$ cat config.mk
export PLATFORM = sky130hd
export DESIGN_NAME = lif_mux_array_flat
export DESIGN_NICKNAME = d
export VERILOG_FILES = /design/src/rtl/lif_pkg.sv /design/src/rtl/lif_mux_array_if.sv /design/src/rtl/lif_update.sv /design/src/rtl/lif_mux_array.sv /design/src/flat_wrapper.sv
export SDC_FILE = /design/constraint.sdc
export NUM_CORES = 1
export LEC_CHECK = 0
export CAP_MARGIN = 5
export CORE_ASPECT_RATIO = 1.1
export CORE_MARGIN = 2
export CORE_UTILIZATION = 43
export DETAILED_ROUTE_END_ITERATION = 8
export PLACE_DENSITY = 0.67
export REMOVE_ABC_BUFFERS = 1
export SYNTH_ARGS = -nofsm -noshare
export SYNTH_HDL_FRONTEND = slang
export SYNTH_HIERARCHICAL = 1
export SYNTH_SLANG_ARGS = --single-unit
$ cat constraint.sdc
create_clock -name clk -period 7.7 [get_ports clk]
set_input_delay 2.31 -clock clk [delete_from_list [all_inputs] [get_ports clk]]
set_output_delay 2.31 -clock clk [all_outputs]
set_load 0.01 [all_outputs]
$ cat src/rtl/lif_pkg.sv
//------------------------------------------------------------------------------
// lif_pkg : shared LIF defaults and saturating-add helper
// Rev 1.0
//------------------------------------------------------------------------------
`default_nettype none

package lif_pkg;

   localparam int unsigned DEF_WIDTH      = 8;
   localparam int unsigned DEF_THRESHOLD  = 200;
   localparam int unsigned DEF_LEAK_SHIFT = 1;
   localparam int unsigned DEF_REFRAC     = 2;

   // Operands are zero-extended to 32 bits; result clips to 2^width-1.
   function automatic logic [31:0] sat_add(input logic [31:0] a,
                                           input logic [31:0] b,
                                           input int unsigned width);
      logic [32:0] sum;
      logic [32:0] lim;
      sum = {1'b0, a} + {1'b0, b};
      lim = (33'd1 << width) - 33'd1;
      return (sum > lim) ? lim[31:0] : sum[31:0];
   endfunction

endpackage

`default_nettype wire

$ cat src/rtl/lif_mux_array_if.sv
//------------------------------------------------------------------------------
// lif_mux_array_if : current-write, monitor and spike-report bundle
// Rev 1.0
//------------------------------------------------------------------------------
`default_nettype none

interface lif_mux_array_if #(
   parameter int unsigned N_NEURONS = 4,
   parameter int unsigned WIDTH     = 8
);
   localparam int unsigned ADDR_W = $clog2(N_NEURONS);

   logic                 ena;
   logic                 cur_we;
   logic [ADDR_W-1:0]    cur_addr;
   logic [WIDTH-1:0]     cur_data;
   logic [ADDR_W-1:0]    mon_sel;
   logic [WIDTH-1:0]     mon_state;
   logic [N_NEURONS-1:0] spike_vec;
   logic                 spike_pulse;
   logic [ADDR_W-1:0]    spike_idx;
   logic                 frame_done;

   modport master (
      output ena, cur_we, cur_addr, cur_data, mon_sel,
      input  mon_state, spike_vec, spike_pulse, spike_idx, frame_done
   );

   modport slave (
      input  ena, cur_we, cur_addr, cur_data, mon_sel,
      output mon_state, spike_vec, spike_pulse, spike_idx, frame_done
   );

endinterface

`default_nettype wire

$ cat src/rtl/lif_update.sv
//------------------------------------------------------------------------------
// lif_update : combinational single-neuron leak/integrate/fire step
// Rev 1.0
//------------------------------------------------------------------------------
`default_nettype none

module lif_update
   import lif_pkg::*;
#(
   parameter int unsigned WIDTH      = DEF_WIDTH,
   parameter int unsigned LEAK_SHIFT = DEF_LEAK_SHIFT,
   parameter int unsigned THRESHOLD  = DEF_THRESHOLD,
   parameter int unsigned REFRAC     = DEF_REFRAC,
   parameter int unsigned REF_W      = 2
) (
   input  logic [WIDTH-1:0] state,
   input  logic [WIDTH-1:0] current,
   input  logic [REF_W-1:0] refrac,
   output logic [WIDTH-1:0] next_state,
   output logic [REF_W-1:0] next_refrac,
   output logic             spike
);

   localparam logic [WIDTH:0] c_thresh = (WIDTH+1)'(THRESHOLD);

   logic [WIDTH-1:0] w_leaked;
   logic [WIDTH-1:0] w_sum;

   assign w_leaked = state - (state >> LEAK_SHIFT);
   assign w_sum    = WIDTH'(sat_add(32'(w_leaked), 32'(current), WIDTH));

   always_comb begin
      next_state  = state;
      next_refrac = refrac;
      spike       = 1'b0;
      if (refrac != '0) begin
         next_state  = '0;
         next_refrac = refrac - REF_W'(1);
      end else if ({1'b0, w_sum} >= c_thresh) begin
         spike       = 1'b1;
         next_state  = '0;
         next_refrac = REF_W'(REFRAC);
      end else begin
         next_state  = w_sum;
      end
   end

endmodule

`default_nettype wire

$ cat src/rtl/lif_mux_array.sv
//------------------------------------------------------------------------------
// lif_mux_array : N LIF neurons sharing one update datapath, round-robin slots
// Rev 1.0
//------------------------------------------------------------------------------
`default_nettype none

module lif_mux_array
   import lif_pkg::*;
#(
   parameter int unsigned N_NEURONS  = 4,
   parameter int unsigned WIDTH      = DEF_WIDTH,
   parameter int unsigned LEAK_SHIFT = DEF_LEAK_SHIFT,
   parameter int unsigned THRESHOLD  = DEF_THRESHOLD,
   parameter int unsigned REFRAC     = DEF_REFRAC
) (
   input  logic           clk,
   input  logic           rst_n,
   lif_mux_array_if.slave bus
);

   localparam int unsigned ADDR_W = $clog2(N_NEURONS);
   localparam int unsigned REF_W  = (REFRAC > 0) ? $clog2(REFRAC + 1) : 1;
   localparam logic [ADDR_W:0]   c_n    = (ADDR_W+1)'(N_NEURONS);
   localparam logic [ADDR_W-1:0] c_last = ADDR_W'(N_NEURONS - 1);

   logic [WIDTH-1:0]     r_state [N_NEURONS];
   logic [WIDTH-1:0]     r_cur   [N_NEURONS];
   logic [REF_W-1:0]     r_ref   [N_NEURONS];
   logic [ADDR_W-1:0]    r_idx;
   logic [N_NEURONS-1:0] r_vec;
   logic                 r_pulse;
   logic [ADDR_W-1:0]    r_spike_idx;
   logic                 r_done;
   logic [WIDTH-1:0]     r_mon;

   logic [WIDTH-1:0]     w_next_state;
   logic [REF_W-1:0]     w_next_ref;
   logic                 w_spike;
   logic [WIDTH-1:0]     w_mon;

   lif_update #(
      .WIDTH      (WIDTH),
      .LEAK_SHIFT (LEAK_SHIFT),
      .THRESHOLD  (THRESHOLD),
      .REFRAC     (REFRAC),
      .REF_W      (REF_W)
   ) u_update (
      .state       (r_state[r_idx]),
      .current     (r_cur[r_idx]),
      .refrac      (r_ref[r_idx]),
      .next_state  (w_next_state),
      .next_refrac (w_next_ref),
      .spike       (w_spike)
   );

   assign w_mon = ({1'b0, bus.mon_sel} < c_n) ? r_state[bus.mon_sel] : '0;

   // The datapath reads r_cur before this edge, so a same-cycle write lands next visit.
   always_ff @(posedge clk or negedge rst_n) begin
      if (!rst_n) begin
         for (int i = 0; i < N_NEURONS; i++) begin
            r_state[i] <= '0;
            r_cur[i]   <= '0;
            r_ref[i]   <= '0;
         end
         r_vec <= '0;
      end else begin
         for (int i = 0; i < N_NEURONS; i++) begin
            if (bus.cur_we && (bus.cur_addr == ADDR_W'(i))) begin
               r_cur[i] <= bus.cur_data;
            end
            if (bus.ena && (r_idx == ADDR_W'(i))) begin
               r_state[i] <= w_next_state;
               r_ref[i]   <= w_next_ref;
               r_vec[i]   <= w_spike;
            end
         end
      end
   end

   always_ff @(posedge clk or negedge rst_n) begin
      if (!rst_n) begin
         r_idx       <= '0;
         r_pulse     <= 1'b0;
         r_spike_idx <= '0;
         r_done      <= 1'b0;
         r_mon       <= '0;
      end else begin
         r_mon   <= w_mon;
         r_pulse <= bus.ena & w_spike;
         r_done  <= bus.ena & (r_idx == c_last);
         if (bus.ena) begin
            r_spike_idx <= r_idx;
            r_idx       <= (r_idx == c_last) ? '0 : r_idx + ADDR_W'(1);
         end
      end
   end

   assign bus.mon_state   = r_mon;
   assign bus.spike_vec   = r_vec;
   assign bus.spike_pulse = r_pulse;
   assign bus.spike_idx   = r_spike_idx;
   assign bus.frame_done  = r_done;

endmodule

`default_nettype wire

$ cat src/flat_wrapper.sv
// flat-port wrapper written by rule: the top's interface ports become plain ports
module lif_mux_array_flat import lif_pkg::*;
#(
   parameter int unsigned N_NEURONS  = 4,
   parameter int unsigned WIDTH      = DEF_WIDTH,
   parameter int unsigned LEAK_SHIFT = DEF_LEAK_SHIFT,
   parameter int unsigned THRESHOLD  = DEF_THRESHOLD,
   parameter int unsigned REFRAC     = DEF_REFRAC
)
  (clk, rst_n, bus_ena, bus_cur_we, bus_cur_addr, bus_cur_data, bus_mon_sel, bus_mon_state, bus_spike_vec, bus_spike_pulse, bus_spike_idx, bus_frame_done);
  lif_mux_array_if #(.N_NEURONS(N_NEURONS), .WIDTH(WIDTH)) bus_i ();
  input  logic clk;
  input  logic rst_n;
  input wire logic [$bits(bus_i.ena)-1:0] bus_ena;
  input wire logic [$bits(bus_i.cur_we)-1:0] bus_cur_we;
  input wire logic [$bits(bus_i.cur_addr)-1:0] bus_cur_addr;
  input wire logic [$bits(bus_i.cur_data)-1:0] bus_cur_data;
  input wire logic [$bits(bus_i.mon_sel)-1:0] bus_mon_sel;
  output wire logic [$bits(bus_i.mon_state)-1:0] bus_mon_state;
  output wire logic [$bits(bus_i.spike_vec)-1:0] bus_spike_vec;
  output wire logic [$bits(bus_i.spike_pulse)-1:0] bus_spike_pulse;
  output wire logic [$bits(bus_i.spike_idx)-1:0] bus_spike_idx;
  output wire logic [$bits(bus_i.frame_done)-1:0] bus_frame_done;
  assign bus_i.ena = bus_ena;
  assign bus_i.cur_we = bus_cur_we;
  assign bus_i.cur_addr = bus_cur_addr;
  assign bus_i.cur_data = bus_cur_data;
  assign bus_i.mon_sel = bus_mon_sel;
  assign bus_mon_state = bus_i.mon_state;
  assign bus_spike_vec = bus_i.spike_vec;
  assign bus_spike_pulse = bus_i.spike_pulse;
  assign bus_spike_idx = bus_i.spike_idx;
  assign bus_frame_done = bus_i.frame_done;
  lif_mux_array #(.N_NEURONS(N_NEURONS), .WIDTH(WIDTH), .LEAK_SHIFT(LEAK_SHIFT), .THRESHOLD(THRESHOLD), .REFRAC(REFRAC)) u_core (.clk(clk), .rst_n(rst_n), .bus(bus_i));
endmodule
; ---- After elaboration in Yosys (flattened, before gate mapping)
; Cells that the tools add are included.
; Widths: inputs -> output; s select.
[totals]
out_inout_bits = 16
reg_bits = 90
[op_classes]
n_bitwise = 4
n_reduce_logical = 11
n_mux = 20
addsub = 4
n_lt_le_gt_ge = 4
n_eq_ne = 6
[ops]
columns = op, count
row1 = $mux 8, 9
row2 = $bmux 8 s2, 3
row3 = $mux 2, 5
row4 = $add 8x8->9, 1
row5 = $gt 9x8->1 const B, 1
row6 = $eq 2x2->1 const B, 4
row7 = $ge 8x8->1 const B, 1
row8 = $logic_and 1x1->1, 8
row9 = $sub 8x7->8, 1
row10 = $ge 3x3->1 const B, 2
row11 = $not 2->3, 2
row12 = $bmux 2 s2, 1
row13 = $eq 2x1->1 const B, 2
row14 = $logic_not 2->1, 2
row15 = $add 2x1->2 const B, 1
row16 = $and 1x1->1, 2
row17 = $mux 1, 2
row18 = $reduce_bool 2->1, 1
row19 = $sub 2x1->2 const B, 1

; ---- Depth between registers and ports, before layout
[logic_depth]
ltp_word = 12
ltp_mapped = 19
mapped_depth_nobuf = 18

; ---- Modules after synthesis
; The synthesis kept the hierarchy.
[modules_own_cells]
columns = mod, area_each_um2, cells_per_inst, instances
row1 = lif_mux_array, 3931.3, 225, 1
row2 = lif_update, 827.0, 107, 1

; ---- Worst setup path before layout
; No wires, ideal clock.
[synth_timing]
path_type = register to register
start = reg u_core.r_idx[0]
end = reg u_core/r_ref[3] (netlist name)
path_slack_ns = 3.450
stages_incl_launch_ff = 19
setup_time_ns = 0.125
arrival_ns = 4.125
synth_period_minus_slack_ns = 4.250
path_cell_list = dfrtp_1 > buf_4 > mux4_2 > inv_1 > ha_1 > a21o_1 > a21oi_1 > a2bb2oi_1 > nor2b_1 > xnor2_1 > ha_1 > buf_2 > and2_1 > o211a_1 > or2_1 > a31oi_4 > a211oi_1 > a21o_1 > mux2_2
[synth_between]
elab_chain_len = 11
[synth_rtl]
columns = item, line
row1 = start: declaration, lif_mux_array.sv:29  ; logic [ADDR_W-1:0] r_idx;
row2 = start signal: assignment, lif_mux_array.sv:94  ; r_idx <= (r_idx == c_last) ? '0 : r_idx + ADDR_W'(1);
row3 = $not 2->3 (implied by the code) (*), "lif_mux_array.sv:48, lif_mux_array.sv:49, lif_mux_array.sv:50"
row4 = $bmux 8 s2, lif_mux_array.sv:48  ; .state (r_state[r_idx]),
row5 = $mux 8 (implied by the code) (2 in a row), lif_mux_array.sv:48
row6 = $sub 8x7->8, lif_update.sv:29  ; assign w_leaked = state - (state >> LEAK_SHIFT);
row7 = $add 8x8->9, lif_pkg.sv:20  ; sum = {1'b0, a} + {1'b0, b};
row8 = $gt 9x8->1, lif_pkg.sv:22  ; return (sum > lim) ? lim[31:0] : sum[31:0];
row9 = $mux 8, lif_pkg.sv:22
row10 = $ge 8x8->1, lif_update.sv:39  ; end else if ({1'b0, w_sum} >= c_thresh) begin
row11 = $mux 2, lif_update.sv:39
row12 = $mux 2 (*), lif_update.sv:36  ; if (refrac != '0) begin
row13 = named net u_core.w_next_ref[1], lif_mux_array.sv:37  ; logic [REF_W-1:0] w_next_ref;
row14 = end signal: indexed assignment, lif_mux_array.sv:74  ; r_ref[i] <= w_next_ref;
row15 = end: declaration, lif_mux_array.sv:28  ; logic [REF_W-1:0] r_ref [N_NEURONS];
; Mark *: on every way through the listed nets, which the timed path passes. The rest lies on a longest branch. The select of a mux whose other input is x is not followed.
; A chain may end at the register's enable or synchronous reset.

; ---- Worst setup path in the final report
; Same ends and word-level chain as after synthesis.

==> results.md <==
- Status: finished clean
- Avg Inst Size Synth: 14.3 um2
- Worst path max stage delay: 0.77 ns
- Met2 WL: 4750 um
- Site Rows: 40
- Crit end category: flop
- Gr ovfl total: 0
- Via density: 5.41
- RSZ-0062 raised after global routing: false
- Worst skew pair latency: 0.34 ns
- Synth warn: 6
- Number of CTS-inserted buffers: 9
- Measured slew at the worst slew-check pin: 1.00 ns
- Routed wire per std cell: 17.9 um
- TritonCTS Sinks: 90
- Critical Path Source Type: flop
- Clock tree root driver cell: clkbuf_16
- Number of setup buffers added after CTS: 0
- Max-cap violations: 0
- Initial Utilization: 43.8%
- Global-route wire length before repair: 15400 um
- IO Pins: 32
- Core footprint: 10900 um2
- Biggest area consumer among synthesized cells: dfrtp_1
- First-pass DRT Iterations: 4
- Met1 Wirelength: 4100 um
- Setup-failing EPs final: 0
- Routed WL: 9200 um
- # DRC: 0
- Crit path kind: flop to flop
- Crit-path slowest cell: a211oi_1
- Crit path cell chain: buf_4 > mux4_2 > inv_1 > ha_1 > inv_1 > a21o_1 > a21oi_1 > a2bb2oi_1 > nor2b_1 > xnor2_1 > ha_1 > and2_1 > o211a_1 > o21ai_0 > o211ai_2 > a211oi_1 > a21o_1 > mux2_2
- WP data required: 7.98 ns
- Final ANT Viol Nets: 0
- Clk slew on worst S/H paths: 0.06 ns
- CTS hold repair buffers: 0
- Share of cells above drive strength 1: 37.3%
- Worst hold path type: flop to flop
- Met3 Wirelength: 238 um
- CP Max Fanout: 17
- Setup TNS: 0 ns
- Filler cell count: 946
- Area contributors post-synth: dfrtp_1 (47%), mux2_2 (18%), mux4_2 (12%), ha_1 (5.0%), inv_1 (1.5%)
- Final worst path period need: 5.14 ns
- Area delta synth->final: 15.4%
- GRT Resource Usage Total: 16.8%
- Library cells used by synthesis: 43
- Pin count of the biggest net entering global routing: 60
- Commonest cells after routing, fill and taps aside: dfrtp_1 (90), mux2_2 (78), clkdlybuf4s50_1 (30)
- Fin nets: 400
- Share of the synthesized area in the top cell type: 47.3%
- FMAX: 194 MHz
- DIE HEIGHT: 114 um
- RePlAce Congestion: 0.791
- WP data arrival: 5.42 ns
- Mapped Area: 4760 um2
- Sequential area share after synthesis: 47.3%
- Tcrit/Tclk final: 66.8%
- Via Count: 2783
- Number of global-route vias before repair: 3022
- Slew Limit Fails: 0
- Synthesized flop and latch total: 90
- Most common cell after layout, fill and taps aside: dfrtp_1
- H-Tree Depth: 3
- Post_cts resized: 0
- Die area: 11900 um2
- Syn Inst Count: 332
- Highest metal used: met4
- CTS tree: yes
- Hpwl dp: 6600 um
- Max clock buf depth: 2
- Post-route clock skew: 0.00842 ns
- Final hold vios: 0
- Port buffer count: 31
- Die W: 104 um
- Antenna violations before repair: 0
- Ant. Diodes: 0
- Starting DRT DRC Count: 98
- Worst rel slew slack: 33.1%
worst paths after layout:
check	start	to	slack, ns	cells after the start
setup / recovery	u_core/r_idx[0]	u_core/r_ref[3]	2.56	18
hold reg to reg	u_core/r_cur[9]	u_core/r_cur[9]	0.50	1
hold / removal	u_core/r_cur[9]	u_core/r_cur[9]	0.50	1
max in group asynchronous	rst_n	u_core/bus.mon_state[6]	4.72	2
min in group asynchronous	rst_n	u_core/r_cur[10]	1.91	1
setup reg to reg	u_core/r_idx[0]	u_core/r_ref[3]	2.56	18
flip-flops by register name, summed over array words and instances, names as in the netlist:
signal                  cells
u_core/bus.frame_done       1
u_core/bus.mon_state        8
u_core/bus.spike_idx        2
u_core/bus.spike_pulse      1
u_core/bus.spike_vec        4
u_core/r_cur               32
u_core/r_idx                2
u_core/r_ref                8
u_core/r_state             32
kinds of logic (layout without fill, tap and decap cells):
| logic type | after synthesis | after routing | synth area share, % |
|---|---|---|---|
| AND/OR/NAND/NOR | 38 | 38 | 5.10 |
| buffers and inverters | 32 | 67 | 2.92 |
| XOR/XNOR | 9 | 9 | 1.66 |
| multiplexers | 104 | 104 | 30.8 |
| flip-flops | 90 | 90 | 47.3 |
| AO/OA/AOI/OAI | 38 | 38 | 6.39 |
| adder cells (fa/ha/maj) | 21 | 21 | 5.84 |
layout make-up:
| class | instances | area, um2 | area share (%) |
|---|---|---|---|
| inverter | 19 | 71.3 | 1.30 |
| tap | 147 | 184 | 3.35 |
| clock buffer | 11 | 243 | 4.42 |
| sequential | 90 | 2250 | 41.0 |
| timing repair buffer | 33 | 323 | 5.88 |
| multi-input combinational | 210 | 2370 | 43.1 |
| clock inverter | 4 | 51.3 | 0.934 |
cell usage after synthesis (all sizes together):
master / number
nand3: 2
fa: 2
nand2: 9
a211oi: 6
mux2: 78
o21a: 3
nand3b: 2
or4: 1
a311oi: 1
dfrtp: 90
o211a: 2
ha: 19
a2bb2oi: 1
o211ai: 3
o21ai: 4
inv: 19
xnor2: 6
nor3: 4
a21o: 5
nor3b: 4
o22ai: 1
nor2: 2
xor2: 3
or2: 6
nor2b: 4
o21bai: 1
o21ba: 1
or3b: 1
mux4: 26
a31oi: 2
buf: 13
and2: 3
a21oi: 8
stage by stage:
step	setup WS, ns	area [um2]	std cells	util, %	hold slack [ns]
global placement	2.63	5200	499	47.9	0.482
floorplan	3.02	4690	319	-	0.474
detailed placement	2.51	5200	499	47.9	0.490
CTS	2.48	5490	514	50.6	0.503
finish	2.56	5490	514	50.6	0.502
global route	2.04	5490	514	50.6	0.508
worst max-delay path, delay by kind of cell, from the launching register on:
kind / cells / cell delay, ns
compound gates: 8 / 2.21
xor+xnor: 1 / 0.14
fa+ha+maj: 2 / 0.51
buf+inv: 3 / 0.52
flops: 1 / 0.60
mux: 2 / 0.72
simple gates: 2 / 0.39
per-layer routing:
metal | track usage, % | up-vias
met5 | 0 | -
met4 | 5.41 | 0
met3 | 3.87 | 12
met2 | 29.2 | 31
met1 | 20.8 | 1439
li1 | - | 1301
Power is not shown: default switching activity piles up to over one toggle a cycle in this logic, so the estimate is an artifact.
